File: src/rtl/stream_mux_2to1.sv
// rtl/stream_mux_2to1.sv - round-robin 2:1 stream merge with registered, source-tagged output
// Optional per-channel accepted-word counters: define MUX_CNT_EN.
module stream_mux_2to1 #(
  parameter int WIDTH = 2,
  parameter int CNT_W = 8
) (
  input  logic             clk,
  input  logic             rst,
  input  logic [WIDTH-1:0] B_in,
  input  logic             B_valid,
  output logic             B_ready,
  input  logic [WIDTH-1:0] C_in,
  input  logic             C_valid,
  output logic             C_ready,
  output logic [WIDTH-1:0] A_out,
  output logic             Select_out,
  output logic             A_valid,
  input  logic             A_ready
`ifdef MUX_CNT_EN
  ,
  output logic [CNT_W-1:0] B_cnt,
  output logic [CNT_W-1:0] C_cnt
`endif
);

  localparam logic SEL_B = 1'b0;
  localparam logic SEL_C = 1'b1;

  if (WIDTH < 1 || CNT_W < 1) begin : g_param_check
    $error("stream_mux_2to1: WIDTH and CNT_W must be at least 1");
  end

  logic [WIDTH-1:0] a_out_q, a_out_d;
  logic             sel_q, sel_d;
  logic             a_valid_q, a_valid_d;
  logic             last_sel_q, last_sel_d;

  logic             grant;
  logic             load;
  logic             b_ready;
  logic             c_ready;

  // On a tie, the channel that did not win last time gets the slot.
  always_comb begin
    grant = SEL_B;
    if (B_valid && C_valid) begin
      grant = ~last_sel_q;
    end else if (C_valid) begin
      grant = SEL_C;
    end
  end

  assign load    = ~rst & (B_valid | C_valid) & (~a_valid_q | A_ready);
  assign b_ready = load & (grant == SEL_B);
  assign c_ready = load & (grant == SEL_C);

  always_comb begin
    a_out_d    = a_out_q;
    sel_d      = sel_q;
    a_valid_d  = a_valid_q;
    last_sel_d = last_sel_q;
    if (load) begin
      a_out_d    = (grant == SEL_C) ? C_in : B_in;
      sel_d      = grant;
      a_valid_d  = 1'b1;
      last_sel_d = grant;
    end else if (a_valid_q && A_ready) begin
      a_valid_d = 1'b0;
    end
  end

  always_ff @(posedge clk) begin
    if (rst) begin
      a_out_q    <= '0;
      sel_q      <= SEL_B;
      a_valid_q  <= 1'b0;
      last_sel_q <= SEL_C;
    end else begin
      a_out_q    <= a_out_d;
      sel_q      <= sel_d;
      a_valid_q  <= a_valid_d;
      last_sel_q <= last_sel_d;
    end
  end

  assign B_ready    = b_ready;
  assign C_ready    = c_ready;
  assign A_out      = a_out_q;
  assign Select_out = sel_q;
  assign A_valid    = a_valid_q;

`ifdef MUX_CNT_EN
  logic [CNT_W-1:0] b_cnt_q, b_cnt_d;
  logic [CNT_W-1:0] c_cnt_q, c_cnt_d;

  // Saturating counts of accepted words; they stick at all-ones.
  always_comb begin
    b_cnt_d = b_cnt_q;
    c_cnt_d = c_cnt_q;
    if (b_ready && B_valid && (b_cnt_q != {CNT_W{1'b1}})) begin
      b_cnt_d = b_cnt_q + CNT_W'(1);
    end
    if (c_ready && C_valid && (c_cnt_q != {CNT_W{1'b1}})) begin
      c_cnt_d = c_cnt_q + CNT_W'(1);
    end
  end

  always_ff @(posedge clk) begin
    if (rst) begin
      b_cnt_q <= '0;
      c_cnt_q <= '0;
    end else begin
      b_cnt_q <= b_cnt_d;
      c_cnt_q <= c_cnt_d;
    end
  end

  assign B_cnt = b_cnt_q;
  assign C_cnt = c_cnt_q;
`endif

endmodule

File: config.mk
export PLATFORM = sky130hd
export DESIGN_NAME = stream_mux_2to1
export DESIGN_NICKNAME = d
export VERILOG_FILES = /design/src/rtl/stream_mux_2to1.sv
export SDC_FILE = /design/constraint.sdc
export NUM_CORES = 1
export LEC_CHECK = 0
export BUFFER_PORTS_ARGS = -buffer_cell sky130_fd_sc_hd__buf_2
export CORE_AREA = 2 2 39 41
export DETAILED_ROUTE_END_ITERATION = 7
export DIE_AREA = 0 0 41 43
export HOLD_SLACK_MARGIN = 0.1
export MAX_ROUTING_LAYER = met4
export SYNTH_ARGS = -nofsm -noshare
export SYNTH_HDL_FRONTEND = slang
export SYNTH_SLANG_ARGS = --single-unit
File: constraint.sdc
create_clock -name clk -period 1.15 [get_ports clk]
set_input_delay 0.0575 -clock clk [delete_from_list [all_inputs] [get_ports clk]]
set_output_delay 0.0575 -clock clk [all_outputs]
set_load 0.01 [all_outputs]
==> out/qor.txt <==
Outcome: completed
Post-Synthesis Cell Area: 248 sq um
Max Transition Viols Final: 0
Post-synth EDFFs: 0
Leak Pwr: 0.206 nW
Area Overhead vs Synth: 68.7%
Worst hold slack: 0.123 ns
Aggregate global routing overflow: 0
DR iter-0 viols: 2
Overall Global Routing Usage: 8.96%
Cell with the most instances after synthesis: dfxtp_1
Total clock sinks: 5
Fin crit period: 1.11 ns
Post-synth ARST share: 0%
Power density over cell area: 1230 mW/mm^2
Max IR drop VDD: 567 uV
I/O Buffers: 14
Pre-CTS setup slack: 0.114 ns
WL per Instance: 9.79 microns
Final Instance Area: 418 sq um
Critical Path AT: 1.05 ns
Share of layout cells above drive strength 1: 55.6%
CP Class: flop to primary output
Commonest cells post-synth: dfxtp_1, a21oi_1, a211oi_1, mux2i_1, nor2_1
Largest net degree at the start of global routing: 8
Global-route wire length before repair: 938 microns
Vias in the first global route: 236
RePlAce Congestion: 0.652
Tot Pwr: 0.000514 W
CP max FO: 3
Initial antenna violation count: 0
Yosys reg bits: 5
TritonRoute pass-1 iters: 2
Setup TNS: 0 ns
Area leader, netlist: dfxtp_1
# fillers: 148
CP startpoint kind: flop
FMAX: 902 MHz
Post-synth top flop: dfxtp_1
Total Wirelength: 597 microns
TritonCTS Buffers: 3
Layout Nets: 55
Synth top area share: 40.4%
RSZ-0062 raised after global routing: no
Area contributors post-synth: dfxtp_1, mux2i_1, a21boi_4, o21ba_4, a21oi_1
CTS tree: yes
Worst Skew: 0.00776 ns
Syn Nets: 32
Clk buf depth: 2
H-tree Lvls: 1
Sw power: 0.000132 W
Hold Path Class: input port to flop
Num rows: 14
Avg Cell Area, Syn: 10.8 sq um
Final WS setup: 0.0413 ns
Yosys warning count: 0
Root buf cell: clkbuf_4
Die Ht: 43 microns
Kind of end point of the critical path: primary output
Clock power frac: 40.7%
Io pins: 15
Via Count: 247
Core area: 0.00138 sq mm
N_diodes: 0
Remaining antenna violation count: 0
Post-synthesis sequential area ratio: 40.4%
Area after DPL: 338 sq um
Worst Tran Pin Value: 0.167 ns
Logic pwr share: 21.1%
Fin crit share: 96.4%
Worst EP required: 1.09 ns
Die Wd: 41 microns
Die area: 0.00176 sq mm
Max_slew headroom: 88.8%
Worst-path clk slew: 0.05 ns
# DRC: 0
MaxCap Viol Count: 0
Synth unique cells: 14
Switching Share: 25.6%
Flop pwr share: 38.3%
Post-Synthesis Cells: 23
Final hold violations: 0
HPWL Detailed: 411 microns
Final setup violation count: 0
Int Pwr: 0.000382 W
Via density: 4.05
Clk_lat worst skew: 0.25 ns
Starting density of the core: 17.9%
critical path, cell delays in order, from the launching register on:
cell,delay [ns]
dfxtp_2,0.33
a21boi_4,0.15
and3_4,0.22
buf_6,0.10
cells by family (layout without fill, tap and decap cells):
kind of cell / after synthesis / count (layout) / synth area share (%)
muxes: 2 / 2 / 8.08
buffers and inverters: 0 / 22 / 0
AOI/OAI and AO/OA: 10 / 10 / 36.9
and+or+nand+nor: 6 / 6 / 14.6
DFF: 5 / 5 / 40.4
routing by layer:
| layer | part of all wire, % | track usage, % | vias up |
|---|---|---|---|
| met1 | 44 | 8.71 | 103 |
| met2 | 42 | 10.9 | 13 |
| met5 | 0 | - | - |
| met4 | 0 | 6.00 | 0 |
| met3 | 14 | 8.38 | 0 |
| li1 | - | - | 131 |
layout by cell type, fill, tap and decap left out:
master | Yosys | routed
buf_2 | 0 | 13
dfxtp_1 | 5 | 4
a21oi_1 | 3 | 3
clkbuf_4 | 0 | 3
nor2_1 | 2 | 2
mux2i_1 | 2 | 2
a211oi_1 | 2 | 2
dlygate4sd3_1 | 0 | 2
buf_6 | 0 | 2
a21boi_4 | 1 | 1
nand2b_4 | 0 | 1
o21ba_4 | 1 | 1
nand2_1 | 1 | 1
and3_4 | 1 | 1
and2_2 | 1 | 1
a21boi_0 | 1 | 1
o21ba_1 | 1 | 1
a211o_1 | 1 | 1
clkbuf_1 | 0 | 1
dfxtp_2 | 0 | 1
buf_4 | 0 | 1
power by group through the flow:
| stage | clock network, W | logic (W) | registers (W) |
|---|---|---|---|
| 5_1_grt | 0.000235 | 0.000119 | 0.000197 |
| 4_1_cts | 0.000222 | 0.000104 | 0.000196 |
| 3_5_place_dp | 0 | 0.0000892 | 0.000198 |
| 3_3_place_gp | 0 | 0.0000897 | 0.000198 |
| 6_report | 0.000209 | 0.000108 | 0.000197 |
| 2_1_floorplan | 0 | 0.0000472 | 0.000202 |
final cells by class:
class / instances / area, sq um / share of cell area [%]
sequential: 5 / 101 / 24.3
timing repair buffer: 18 / 115 / 27.5
multi-input combinational: 18 / 155 / 37.1
tap: 16 / 20.0 / 4.79
clock buffer: 4 / 26.3 / 6.29
final timing paths:
check | startpoint | to | slack, ns | cells past startpoint
worst min-delay path | C_valid | A_valid$_SDFFE_PP0P_ | 0.12 | 3
worst min register to register | last_sel_q$_SDFFE_PP1P_ | last_sel_q$_SDFFE_PP1P_ | 0.49 | 1
worst max-delay path | last_sel_q$_SDFFE_PP1P_ | C_ready | 0.04 | 3
worst max register to register | last_sel_q$_SDFFE_PP1P_ | A_out[0]$_SDFFE_PP0P_ | 0.07 | 5
metrics by stage:
stage          utilization (%)  std cells
2_1_floorplan                -         23
3_3_place_gp              24.4         53
3_5_place_dp              24.4         53
4_1_cts                   29.4         61
5_1_grt                   30.2         61
6_report                  30.2         61
timing repair:
item | in CTS | in global routing
buffers inserted | 2 | 0
hold buffers | 2 | 0
setup endpoints to repair | 1 | 4
pin swaps | 1 | 2
hold endpoints to repair | 4 | 0
resized for setup | 1 | 3
state kept, by name, indices dropped and copies added, names as in the netlist:
signal,count
A_out,2
A_valid,1
Select_out,1
last_sel_q,1
Power figures use the tool's default switching activity.
